**config.mk**
```make
export PLATFORM = sky130hd
export DESIGN_NAME = dma_chunk_scheduler_flat
export DESIGN_NICKNAME = d
export VERILOG_FILES = /design/src/rtl/dma_chunk_scheduler_if.sv /design/src/rtl/dma_chunk_scheduler.sv /design/src/flat_wrapper.sv
export SDC_FILE = /design/constraint.sdc
export NUM_CORES = 1
export LEC_CHECK = 0
export CORE_MARGIN = 2
export CORE_UTILIZATION = 40
export DETAILED_ROUTE_END_ITERATION = 6
export HOLD_SLACK_MARGIN = 0.05
export PLACE_DENSITY = 0.7
export SLEW_MARGIN = 5
export SYNTH_ARGS = -nofsm -noshare
export SYNTH_HDL_FRONTEND = slang
export SYNTH_SLANG_ARGS = --single-unit
```
**constraint.sdc**
```tcl
create_clock -name clk -period 3.8 [get_ports clk]
set_input_delay 0.76 -clock clk [delete_from_list [all_inputs] [get_ports clk]]
set_output_delay 0.76 -clock clk [all_outputs]
set_load 0.01 [all_outputs]
```
**src/rtl/dma_chunk_scheduler_if.sv**
```systemverilog
// Control/status bundle between a DMA requester and the chunk scheduler.
// Latency: none, wires only; i_/o_ prefixes are taken from the scheduler's point of view.
// Backpressure: none here; the read/write engines pace the scheduler through *_done strobes.
interface dma_chunk_scheduler_if;
   logic        i_start;
   logic        i_abort;
   logic [31:0] i_src_addr;
   logic [31:0] i_dst_addr;
   logic [31:0] i_total_size;
   logic        o_busy;
   logic        o_done;
   logic        o_aborted;
   logic        o_error;
   logic        o_start_read;
   logic [31:0] o_raddr_reg;
   logic [15:0] o_r_size_data;
   logic        i_read_done;
   logic        o_start_write;
   logic [31:0] o_waddr_reg;
   logic [15:0] o_w_size_data;
   logic        i_write_done;

   // Requester plus engine model side
   modport master (
      output i_start, i_abort, i_src_addr, i_dst_addr, i_total_size,
      output i_read_done, i_write_done,
      input  o_busy, o_done, o_aborted, o_error,
      input  o_start_read, o_raddr_reg, o_r_size_data,
      input  o_start_write, o_waddr_reg, o_w_size_data
   );

   // Scheduler side
   modport slave (
      input  i_start, i_abort, i_src_addr, i_dst_addr, i_total_size,
      input  i_read_done, i_write_done,
      output o_busy, o_done, o_aborted, o_error,
      output o_start_read, o_raddr_reg, o_r_size_data,
      output o_start_write, o_waddr_reg, o_w_size_data
   );
endinterface

```
**src/rtl/dma_chunk_scheduler.sv**
```systemverilog
// Splits a DMA transfer into read/write chunk pairs of at most CHUNK_BYTES; optional wait watchdog under DMA_SCHED_TIMEOUT_EN.
// Latency: start_read one cycle after an accepted start; done one cycle after FIN (two cycles for a zero-size start).
// Backpressure: waits indefinitely on read_done/write_done unless the watchdog macro is defined; start while busy is dropped.
module dma_chunk_scheduler #(
   parameter int CHUNK_BYTES    = 64,
   parameter int TIMEOUT_CYCLES = 1024
) (
   input logic               clk,
   input logic               rst,
   dma_chunk_scheduler_if.slave bus
);

   typedef enum logic [2:0] {
      ST_IDLE,
      ST_RD_ISSUE,
      ST_RD_WAIT,
      ST_WR_ISSUE,
      ST_WR_WAIT,
      ST_FIN
   } state_t;

   localparam logic [31:0] LP_CHUNK = 32'(CHUNK_BYTES);

   // Reject configurations that cannot be represented on the 16-bit size buses.
   generate
      if ((CHUNK_BYTES % 4) != 0 || CHUNK_BYTES < 4 || CHUNK_BYTES > 65532 || TIMEOUT_CYCLES < 1) begin : g_bad_param
         $error("dma_chunk_scheduler: illegal CHUNK_BYTES or TIMEOUT_CYCLES");
      end
   endgenerate

   state_t      r_state;
   logic [31:0] r_src;
   logic [31:0] r_dst;
   logic [31:0] r_rem;
   logic [31:0] r_chunk;
   logic        r_abort_lat;
   logic        r_busy;
   logic        r_done;
   logic        r_aborted;
   logic        r_start_read;
   logic        r_start_write;
   logic [31:0] r_raddr;
   logic [31:0] r_waddr;
   logic [15:0] r_rsize;
   logic [15:0] r_wsize;

   logic [31:0] w_chunk_first;
   logic [31:0] w_rem_next;
   logic [31:0] w_chunk_next;
   logic        w_stop_after_wr;

   // First chunk comes straight from the requested size; later chunks from what is left.
   assign w_chunk_first   = (bus.i_total_size > LP_CHUNK) ? LP_CHUNK : bus.i_total_size;
   assign w_rem_next      = r_rem - r_chunk;
   assign w_chunk_next    = (w_rem_next > LP_CHUNK) ? LP_CHUNK : w_rem_next;
   // An abort arriving on the same cycle as write_done still ends the transfer here.
   assign w_stop_after_wr = (w_rem_next == 32'd0) || r_abort_lat || bus.i_abort;

`ifdef DMA_SCHED_TIMEOUT_EN
   localparam logic [31:0] LP_WDOG_LAST = 32'(TIMEOUT_CYCLES - 1);
   logic [31:0] r_wdog;
   logic        r_error;
   logic        w_wdog_expired;
   assign w_wdog_expired = (r_wdog == LP_WDOG_LAST);
   assign bus.o_error    = r_error;
`else
   assign bus.o_error    = 1'b0;
`endif

   assign bus.o_busy        = r_busy;
   assign bus.o_done        = r_done;
   assign bus.o_aborted     = r_aborted;
   assign bus.o_start_read  = r_start_read;
   assign bus.o_raddr_reg   = r_raddr;
   assign bus.o_r_size_data = r_rsize;
   assign bus.o_start_write = r_start_write;
   assign bus.o_waddr_reg   = r_waddr;
   assign bus.o_w_size_data = r_wsize;

   // Transfer FSM: all status and engine-control outputs are registered here.
   always_ff @(posedge clk) begin
      if (rst) begin
         r_state       <= ST_IDLE;
         r_src         <= 32'd0;
         r_dst         <= 32'd0;
         r_rem         <= 32'd0;
         r_chunk       <= 32'd0;
         r_abort_lat   <= 1'b0;
         r_busy        <= 1'b0;
         r_done        <= 1'b0;
         r_aborted     <= 1'b0;
         r_start_read  <= 1'b0;
         r_start_write <= 1'b0;
         r_raddr       <= 32'd0;
         r_waddr       <= 32'd0;
         r_rsize       <= 16'd0;
         r_wsize       <= 16'd0;
`ifdef DMA_SCHED_TIMEOUT_EN
         r_wdog        <= 32'd0;
         r_error       <= 1'b0;
`endif
      end else begin
         r_done        <= 1'b0;
         r_start_read  <= 1'b0;
         r_start_write <= 1'b0;

         if (r_state != ST_IDLE && bus.i_abort) begin
            r_abort_lat <= 1'b1;
         end

         case (r_state)
            ST_IDLE: begin
               if (bus.i_start) begin
                  r_src       <= bus.i_src_addr;
                  r_dst       <= bus.i_dst_addr;
                  r_rem       <= bus.i_total_size;
                  r_chunk     <= w_chunk_first;
                  r_abort_lat <= 1'b0;
                  r_aborted   <= 1'b0;
                  r_busy      <= 1'b1;
`ifdef DMA_SCHED_TIMEOUT_EN
                  r_error     <= 1'b0;
`endif
                  // A zero-byte request completes without touching either engine.
                  r_state     <= (bus.i_total_size == 32'd0) ? ST_FIN : ST_RD_ISSUE;
               end
            end

            ST_RD_ISSUE: begin
               r_start_read <= 1'b1;
               r_raddr      <= r_src;
               r_rsize      <= r_chunk[15:0];
`ifdef DMA_SCHED_TIMEOUT_EN
               r_wdog       <= 32'd0;
`endif
               r_state      <= ST_RD_WAIT;
            end

            ST_RD_WAIT: begin
               if (bus.i_read_done) begin
                  r_state <= ST_WR_ISSUE;
               end
`ifdef DMA_SCHED_TIMEOUT_EN
               else if (w_wdog_expired) begin
                  r_error <= 1'b1;
                  r_state <= ST_FIN;
               end else begin
                  r_wdog  <= r_wdog + 32'd1;
               end
`endif
            end

            ST_WR_ISSUE: begin
               r_start_write <= 1'b1;
               r_waddr       <= r_dst;
               r_wsize       <= r_chunk[15:0];
`ifdef DMA_SCHED_TIMEOUT_EN
               r_wdog        <= 32'd0;
`endif
               r_state       <= ST_WR_WAIT;
            end

            ST_WR_WAIT: begin
               if (bus.i_write_done) begin
                  // Addresses wrap silently at 2^32.
                  r_rem   <= w_rem_next;
                  r_src   <= r_src + r_chunk;
                  r_dst   <= r_dst + r_chunk;
                  r_chunk <= w_chunk_next;
                  r_state <= w_stop_after_wr ? ST_FIN : ST_RD_ISSUE;
               end
`ifdef DMA_SCHED_TIMEOUT_EN
               else if (w_wdog_expired) begin
                  r_error <= 1'b1;
                  r_state <= ST_FIN;
               end else begin
                  r_wdog  <= r_wdog + 32'd1;
               end
`endif
            end

            ST_FIN: begin
               r_done  <= 1'b1;
               r_busy  <= 1'b0;
               if (r_abort_lat) begin
                  r_aborted <= 1'b1;
               end
               r_state <= ST_IDLE;
            end

            default: begin
               r_state <= ST_IDLE;
               r_busy  <= 1'b0;
            end
         endcase
      end
   end

endmodule

```
**src/flat_wrapper.sv**
```systemverilog
// flat-port wrapper written by rule: the top's interface ports become plain ports
module dma_chunk_scheduler_flat 
#(
   parameter int CHUNK_BYTES    = 64,
   parameter int TIMEOUT_CYCLES = 1024
)
  (clk, rst, bus_i_start, bus_i_abort, bus_i_src_addr, bus_i_dst_addr, bus_i_total_size, bus_i_read_done, bus_i_write_done, bus_o_busy, bus_o_done, bus_o_aborted, bus_o_error, bus_o_start_read, bus_o_raddr_reg, bus_o_r_size_data, bus_o_start_write, bus_o_waddr_reg, bus_o_w_size_data);
  dma_chunk_scheduler_if bus_i ();
  input logic clk;
  input logic rst;
  input wire logic [$bits(bus_i.i_start)-1:0] bus_i_start;
  input wire logic [$bits(bus_i.i_abort)-1:0] bus_i_abort;
  input wire logic [$bits(bus_i.i_src_addr)-1:0] bus_i_src_addr;
  input wire logic [$bits(bus_i.i_dst_addr)-1:0] bus_i_dst_addr;
  input wire logic [$bits(bus_i.i_total_size)-1:0] bus_i_total_size;
  input wire logic [$bits(bus_i.i_read_done)-1:0] bus_i_read_done;
  input wire logic [$bits(bus_i.i_write_done)-1:0] bus_i_write_done;
  output wire logic [$bits(bus_i.o_busy)-1:0] bus_o_busy;
  output wire logic [$bits(bus_i.o_done)-1:0] bus_o_done;
  output wire logic [$bits(bus_i.o_aborted)-1:0] bus_o_aborted;
  output wire logic [$bits(bus_i.o_error)-1:0] bus_o_error;
  output wire logic [$bits(bus_i.o_start_read)-1:0] bus_o_start_read;
  output wire logic [$bits(bus_i.o_raddr_reg)-1:0] bus_o_raddr_reg;
  output wire logic [$bits(bus_i.o_r_size_data)-1:0] bus_o_r_size_data;
  output wire logic [$bits(bus_i.o_start_write)-1:0] bus_o_start_write;
  output wire logic [$bits(bus_i.o_waddr_reg)-1:0] bus_o_waddr_reg;
  output wire logic [$bits(bus_i.o_w_size_data)-1:0] bus_o_w_size_data;
  assign bus_i.i_start = bus_i_start;
  assign bus_i.i_abort = bus_i_abort;
  assign bus_i.i_src_addr = bus_i_src_addr;
  assign bus_i.i_dst_addr = bus_i_dst_addr;
  assign bus_i.i_total_size = bus_i_total_size;
  assign bus_i.i_read_done = bus_i_read_done;
  assign bus_i.i_write_done = bus_i_write_done;
  assign bus_o_busy = bus_i.o_busy;
  assign bus_o_done = bus_i.o_done;
  assign bus_o_aborted = bus_i.o_aborted;
  assign bus_o_error = bus_i.o_error;
  assign bus_o_start_read = bus_i.o_start_read;
  assign bus_o_raddr_reg = bus_i.o_raddr_reg;
  assign bus_o_r_size_data = bus_i.o_r_size_data;
  assign bus_o_start_write = bus_i.o_start_write;
  assign bus_o_waddr_reg = bus_i.o_waddr_reg;
  assign bus_o_w_size_data = bus_i.o_w_size_data;
  dma_chunk_scheduler #(.CHUNK_BYTES(CHUNK_BYTES), .TIMEOUT_CYCLES(TIMEOUT_CYCLES)) u_core (.clk(clk), .rst(rst), .bus(bus_i));
endmodule
```
==> metrics.json, run 1 <==
{
  "run_status": "finished, final reports clean",
  "grt_overflow_total": 0,
  "hold_path_startpoint": "u_core.bus.o_raddr_reg[9]",
  "final-max-slew-violation-count": 0,
  "synth_edf_count": 0,
  "worst_ep_required_time_ns": 4.22,
  "p_total_mw": 7.33,
  "finalSetupViolCount": 0,
  "slack_of_the_worst_reg_to_reg_path_ns": 0.12,
  "track_usage": 0.256,
  "diodes": 0,
  "timing.critical_path.slowest_cell_delay_ns": 0.47,
  "worst_setup_path_end_kind": "register",
  "preCtsSetupSlack_ns": -0.278,
  "htreeDepth": 1,
  "drtAntennaViolNets": 0,
  "max_clock_freq_ghz": 0.272,
  "post_synth.cell_area_avg_um2": 7.49,
  "die_area_mm2": 0.0358,
  "synth_seq_area_share": 0.340,
  "crit-reg2reg-capture": "u_core.r_chunk[6]",
  "grt_start_max_net_pins": 94,
  "hold_viol_final": 0,
  "initial_antenna_violation_count": 0,
  "avgViaCountPerCell": 5.59,
  "fin_worst_hold_slack_ns": 0.452,
  "cts_root_buf": "clkbuf_16",
  "route.detailed.wl_per_inst_um": 18.8,
  "num-fill-cells": 3245,
  "worstMarginPinSlew_ns": 1.23,
  "synthesis.nets": 2028,
  "grt_pass1_wl_mm": 73.5,
  "worstSetupPathType": "register to register",
  "synth-warning-count": 0,
  "leakagePower_nw": 7.05,
  "ctsHoldBuffers": 0,
  "post_synth_inst_count": 1830,
  "die_height_um": 189,
  "timing.critical_path.cells": "inv_1 > ha_4 > a21o_1 > or3_4 > o21a_4 > a21o_4 > or4_1 > o211ai_1 > nand2_1 > nor4_2 > nand4_1 > buf_6 > or3b_4 > a32o_1",
  "post-place-cells": 2474,
  "die_w_um": 189,
  "cts-buffers-inserted": 26,
  "final_area_mm2": 0.0178,
  "worst_min_delay_path_category": "register to register",
  "critical_path.max_fanout": 5,
  "synth.cell_area_mm2": 0.0137,
  "floorplan.core_area_mm2": 0.0336,
  "cellPowerDensity_mw_per_mm2": 413,
  "count_of_placed_standard_cells_in_the_final_layout_fillers_left_out": 2526,
  "postSynth.topFlopCell": "dfxtp_1",
  "peakVddDrop_mv": 0.358,
  "numPortBuffers": 202,
  "dr.pass1.iters": 5,
  "cts_tree": "yes",
  "worst_setup_margin_ns": 0.123,
  "placed_cell_area_mm2": 0.0167,
  "startpoint_type": "register",
  "placementRows": 67,
  "multiInputGateArea_mm2": 0.00863,
  "r2r-start": "u_core.r_chunk[4]",
  "gp_routability_congestion": 0.930,
  "number_of_buffers_between_clock_root_and_the_deepest_sink": 3,
  "num-nets-final": 2259,
  "tcrit_tclk_final": 0.968,
  "cp_data_arrival_time_ns": 4.10,
  "postSynth.asyncResetShare": 0,
  "finalWorstPathRequiredPeriod_ns": 3.68,
  "post-dp-hpwl_mm": 35.5,
  "skew_ns": 0.0142,
  "netlist-cell-type-count": 66,
  "finalCoreUtilization": 0.528,
  "maxCapViolations": 0,
  "rr_worst_depth": 14,
  "boundaryPins": 204,
  "area.growth.synth_to_final_pct": 29.5,
  "number_of_stages_on_the_worst_hold_path": 2,
  "worstSkewPairLatency_ns": 0.54,
  "vias": 14109,
  "wirelength_mm": 47.4,
  "clkSinkCount": 233,
  "whs_endpoint": "u_core.bus.o_raddr_reg[9]",
  "grt_pass1_vias": 13370,
  "setup_total_negative_slack_ns": 0,
  "detail_route.iter0.violations": 998,
  "proportion_of_layout_cells_with_a_drive_suffix_above_1": 0.0890,
  "cpMaxStageDelayCell": "or4_1",
  "initial_utilization": 0.408,
  "clock_slew_at_reported_path_ffs_ns": 0.06,
  "timing.slew.headroom": 0.180,
  "route.detailed.drc": 0,
  "ys_ff_latch": 233,
  "sequential_cell_area_mm2": 0.00466
}
## power by group
part           internal [mW]  switching (mW)
clock                   1.54            1.07
combinational          0.873            1.13
sequential              2.59           0.127
total                   5.00            2.33
## worst max path at each step
| stage | from | to | slack (ns) |
|---|---|---|---|
| 6_report | u_core.r_chunk[4] | u_core.r_chunk[6] | 0.12 |
| 5_1_grt | u_core.r_chunk[17] | u_core.r_chunk[6] | -0.02 |
| 4_1_cts | u_core.r_rem[0] | u_core.r_chunk[6] | 0.009 |
| 3_3_place_gp | u_core.r_rem[0] | u_core.r_chunk[6] | -0.12 |
| 3_5_place_dp | u_core.r_rem[0] | u_core.r_chunk[6] | -0.28 |
| 2_1_floorplan | u_core.r_chunk[4] | u_core.r_chunk[6] | 0.32 |
## worst max-delay path, delay by kind of cell (launching register included)
kind / cells / cell delay, ns
adders and majority gates: 1 / 0.24
AOI/OAI and AO/OA: 5 / 1.02
and+or+nand+nor: 6 / 1.73
buffers and inverters: 2 / 0.24
DFF: 1 / 0.33
## cell type report
type                    count  area share
multi-input cells        1438       0.486
inverters                  59      0.0125
repair buffers            303       0.158
well taps                 448      0.0316
clock inverters            12     0.00881
clock buffers              33      0.0405
flip-flops and latches    233       0.263
## kinds of logic (layout without fill, tap and decap cells)
logic type	count (synthesis)	after routing	synth area share
fa+ha+maj	96	96	0.0893
buf+inv	159	407	0.0439
other cells	1	1	0.000274
mux	8	8	0.00593
xor+xnor	68	68	0.0435
compound gates	569	569	0.258
flops	233	233	0.340
simple gates	696	696	0.219
## layer usage
| layer | vias up | track usage | part of all wire | wire length [µm] |
|---|---|---|---|---|
| met3 | 90 | 0.0354 | 0.060 | 2830 |
| met1 | 6557 | 0.341 | 0.44 | 21000 |
| met4 | 0 | 0.0826 | 0.032 | 1500 |
| li1 | 6969 | - | - | - |
| met5 | - | 0 | 0 | 0 |
| met2 | 493 | 0.429 | 0.46 | 22000 |
## synth_stat cells, drive strengths merged (4+ instances only)
cell type,count,share of area
a211o,4,0.0026
a211oi,47,0.026
a21o,38,0.021
a21oi,238,0.087
a221o,4,0.0029
a311oi,33,0.021
a31oi,12,0.0055
and2,7,0.0032
and3,14,0.0064
buf,10,0.0031
clkbuf,90,0.025
dfxtp,233,0.34
ha,93,0.085
inv,59,0.016
mux2i,7,0.0051
nand2,348,0.095
nand2b,15,0.0068
nand3,24,0.0088
nand4,6,0.0027
nor2,158,0.043
nor2b,11,0.0050
nor3,68,0.025
nor4,17,0.0078
o2111ai,5,0.0032
o211ai,22,0.012
o21a,20,0.011
o21ai,96,0.035
o21bai,11,0.0060
o311ai,4,0.0026
o31a,4,0.0026
o41ai,4,0.0026
or3,13,0.0059
or4,8,0.0044
xnor2,43,0.027
xor2,25,0.016
## what timing repair did
item                       CTS  global route
setup buffers                2             5
setup endpoints to repair    8            13
resized for setup            7            26
pin swaps                    5             8
## placed cells by master (no fill, tap or decap), drive strengths merged, types with 4 or more instances in the layout
master         count
a21oi            238
or3               13
ha                93
a31oi             12
a211o              4
and2               7
nand4              6
o211ai            22
clkdlybuf4s50    201
xor2              25
o21bai            11
nor2b             11
o41ai              4
nor4              17
a311oi            33
o31a               4
a211oi            47
nand2            348
nand3             24
dfxtp            233
and3              14
clkbuf            33
nand2b            15
nor2             158
nor3              68
a21o              38
o2111ai            5
mux2i              7
xnor2             43
o311ai             4
buf              102
a221o              4
clkinv             7
or4                8
o21a              20
o21ai             96
inv               60
No activity file was read; power rests on OpenSTA's default activity.
==> run 2, diff against run 1 <==
Settings changed: CAP_MARGIN set to 20.
==> metrics.json, run 2 (synthesized netlist as in run 1, its figures left out) <==
{
  "initial_utilization": {"value": 0.408, "change": "unchanged"},
  "cp_data_arrival_time": {"value": 4.11, "unit": "ns", "change": "was 4.10 ns"},
  "rr_worst_depth": {"value": 14, "change": "unchanged"},
  "final-max-slew-violation-count": {"value": 0, "change": "unchanged"},
  "placementRows": {"value": 67, "change": "unchanged"},
  "cellInternalPower": {"value": 5.00, "unit": "mW", "change": "about the same"},
  "worst_min_delay_path_category": {"value": "register to register", "change": "unchanged"},
  "grt_pass1_wl": {"value": 73.5, "unit": "mm", "change": "unchanged"},
  "p_total": {"value": 7.33, "unit": "mW", "change": "about the same"},
  "die_height": {"value": 189, "unit": "µm", "change": "unchanged"},
  "grt_start_max_net_pins": {"value": 94, "change": "unchanged"},
  "cts-buffers-inserted": {"value": 26, "change": "unchanged"},
  "hold_viol_final": {"value": 0, "change": "unchanged"},
  "hold_path_startpoint": {"value": "u_core.bus.o_waddr_reg[15]", "change": "was u_core.bus.o_raddr_reg[9]"},
  "numPortBuffers": {"value": 202, "change": "unchanged"},
  "critical_path.n_buffers_inverters": {"value": 2, "change": "unchanged"},
  "power_frac_seq": {"value": 0.370, "change": "about the same"},
  "finalSetupViolCount": {"value": 0, "change": "unchanged"},
  "cellPowerDensity": {"value": 413, "unit": "mW/mm²", "change": "about the same"},
  "cpLargestDelayFamily": {"value": "simple AND/OR/NAND/NOR gates", "change": "unchanged"},
  "cts_tree": {"value": "yes", "change": "unchanged"},
  "final_cell_mix": {"value": "nand2_1, a21oi_1, dfxtp_1", "change": "unchanged"},
  "grt_overflow_total": {"value": 0, "change": "unchanged"},
  "vias": {"value": 14173, "change": "was 14109"},
  "cpMaxStageDelayCell": {"value": "or4_1", "change": "unchanged"},
  "ctsHoldBuffers": {"value": 0, "change": "unchanged"},
  "number_of_buffers_between_clock_root_and_the_deepest_sink": {"value": 3, "change": "unchanged"},
  "timing.critical_path.cells": {"value": "inv_1 > ha_4 > a21o_1 > or3_4 > o21a_4 > a21o_4 > or4_1 > o211ai_1 > nand2_1 > nor4_2 > nand4_1 > buf_6 > or3b_4 > a32o_1", "change": "unchanged"},
  "post-dp-hpwl": {"value": 35.5, "unit": "mm", "change": "unchanged"},
  "cts_root_buf": {"value": "clkbuf_16", "change": "unchanged"},
  "finalCoreUtilization": {"value": 0.528, "change": "about the same"},
  "finalWorstPathRequiredPeriod": {"value": 3.69, "unit": "ns", "change": "was 3.68 ns"},
  "worst_ep_required_time": {"value": 4.22, "unit": "ns", "change": "about the same"},
  "route.detailed.wl_per_inst": {"value": 18.8, "unit": "µm", "change": "about the same"},
  "tcrit_tclk_final": {"value": 0.970, "change": "was 0.968"},
  "peakVddDrop": {"value": 0.359, "unit": "mV", "change": "was 0.358 mV"},
  "r2r-start": {"value": "u_core.r_chunk[4]", "change": "unchanged"},
  "avgViaCountPerCell": {"value": 5.61, "change": "was 5.59"},
  "num-nets-final": {"value": 2260, "change": "was 2259"},
  "detail_route.iter0.violations": {"value": 1000, "change": "was 998"},
  "leakagePower": {"value": 7.05, "unit": "nW", "change": "about the same"},
  "gp_routability_congestion": {"value": 0.930, "change": "unchanged"},
  "worst-path-stages": {"value": 14, "change": "unchanged"},
  "die_w": {"value": 189, "unit": "µm", "change": "unchanged"},
  "max_clock_freq": {"value": 0.271, "unit": "GHz", "change": "was 0.272 GHz"},
  "pwr-share-clk": {"value": 0.356, "change": "about the same"},
  "wirelength": {"value": 47.4, "unit": "mm", "change": "about the same"},
  "drtAntennaViolNets": {"value": 0, "change": "unchanged"},
  "placed_cell_area": {"value": 0.0167, "unit": "mm²", "change": "unchanged"},
  "grt_pass1_vias": {"value": 13370, "change": "unchanged"},
  "final_area": {"value": 0.0178, "unit": "mm²", "change": "about the same"},
  "diodes": {"value": 0, "change": "unchanged"},
  "htreeDepth": {"value": 1, "change": "unchanged"},
  "worstSetupPathType": {"value": "register to register", "change": "unchanged"},
  "die_area": {"value": 0.0358, "unit": "mm²", "change": "unchanged"},
  "timing.critical_path.slowest_cell_delay": {"value": 0.47, "unit": "ns", "change": "about the same"},
  "boundaryPins": {"value": 204, "change": "unchanged"},
  "worstSetupEndpoint": {"value": "u_core.r_chunk[6]", "change": "unchanged"},
  "worstMarginPinSlew": {"value": 1.01, "unit": "ns", "change": "was 1.23 ns"},
  "route.detailed.drc": {"value": 0, "change": "unchanged"},
  "skew": {"value": 0.0170, "unit": "ns", "change": "was 0.0142 ns"},
  "worstSkewPairLatency": {"value": 0.54, "unit": "ns", "change": "about the same"},
  "maxCapViolations": {"value": 0, "change": "unchanged"},
  "swShare": {"value": 0.318, "change": "about the same"},
  "worst_setup_path_end_kind": {"value": "register", "change": "unchanged"},
  "clock_slew_at_reported_path_ffs": {"value": 0.06, "unit": "ns", "change": "about the same"},
  "timing.slew.headroom": {"value": 0.309, "change": "was 0.180"},
  "slack_of_the_worst_reg_to_reg_path": {"value": 0.11, "unit": "ns", "change": "was 0.12 ns"},
  "power.share.combinational": {"value": 0.274, "change": "about the same"},
  "cp-startpoint": {"value": "u_core.r_chunk[4]", "change": "unchanged"},
  "critical_path.max_fanout": {"value": 5, "change": "unchanged"},
  "netSwitchingPower": {"value": 2.33, "unit": "mW", "change": "about the same"},
  "crit-reg2reg-capture": {"value": "u_core.r_chunk[6]", "change": "unchanged"},
  "run_status": {"value": "finished, final reports clean", "change": "unchanged"},
  "startpoint_type": {"value": "register", "change": "unchanged"},
  "mostFrequentLayoutCell": {"value": "nand2_1", "change": "unchanged"},
  "track_usage": {"value": 0.256, "change": "unchanged"},
  "area.growth.synth_to_final": {"value": 29.6, "unit": "%", "change": "was 29.5%"},
  "dr.pass1.iters": {"value": 5, "change": "unchanged"},
  "initial_antenna_violation_count": {"value": 0, "change": "unchanged"},
  "proportion_of_layout_cells_with_a_drive_suffix_above_1": {"value": 0.0895, "change": "was 0.0890"},
  "floorplan.core_area": {"value": 0.0336, "unit": "mm²", "change": "unchanged"},
  "clkSinkCount": {"value": 233, "change": "unchanged"}
}
run 2: cell count changes in the layout (fill, tap and decap cells not counted), sizes merged:
cell | previous run | this run
buf | 102 | 103
run 2: tightest hold or removal path, cell delays in order (launching register included):
cell     delay [ns]
dfxtp_1        0.31
nand2_1        0.05
a21oi_1        0.05
run 2: stage by stage:
stage               instances  hold slack [ns]  worst slack, ns  setup TNS (ns)
finish                   2527            0.454            0.112               0
global route             2527            0.469          -0.0202         -0.0202
CTS                      2521            0.454          0.00885               0
detailed placement       2474            0.446           -0.278           -1.50
global placement         2474            0.442           -0.117          -0.226
floorplan                1830            0.436            0.319               0
run 2: worst min path at each step:
| stage | cells past startpoint | slack (ns) | endpoint |
|---|---|---|---|
| floorplan | 2 | 0.44 | u_core.r_rem[29] |
| global placement | 2 | 0.44 | u_core.bus.o_r_size_data[12] |
| detailed placement | 2 | 0.45 | u_core.bus.o_raddr_reg[9] |
| CTS | 2 | 0.45 | u_core.bus.o_raddr_reg[9] |
| global route | 2 | 0.47 | u_core.bus.o_waddr_reg[15] |
| finish | 2 | 0.45 | u_core.bus.o_waddr_reg[15] |
run 2: metal layers:
layer  part of all wire  vias up  global-route usage
met5                  0        -                   0
met4              0.032        0              0.0826
met3              0.061       95              0.0354
met2               0.47      494               0.429
met1               0.44     6616               0.341
li1                   -     6968                   -
run 2: final cells by class:
class	count	area [µm²]
clock buffer	33	718
clock inverter	12	156
fill	3244	15900
inverter	59	221
multi-input combinational	1438	8630
sequential	233	4660
tap	448	561
timing repair buffer	304	2810
run 2: power by group through the flow:
stage | Combinational [mW] | Clock, mW | Sequential, mW
floorplan | 1.18 | 0 | 2.72
global placement | 1.84 | 0 | 2.76
detailed placement | 1.86 | 0 | 2.76
CTS | 1.90 | 2.64 | 2.71
global route | 2.21 | 2.74 | 2.73
finish | 2.01 | 2.61 | 2.71
run 2: repair_timing:
| action | in CTS | in global routing |
|---|---|---|
| endpoints found under the setup margin | 8 | 13 |
| pin swaps | 5 | 8 |
| buffers inserted | 2 | 5 |
| gates resized for setup | 7 | 26 |
==> run 3, diff against run 2 <==
Settings changed: ABC_CLOCK_PERIOD_IN_PS set to 3800, CTS_CLUSTER_SIZE set to 30.
==> results of run 3 <==
No change in the layout: final DEF, timing and power equal those of run 2.
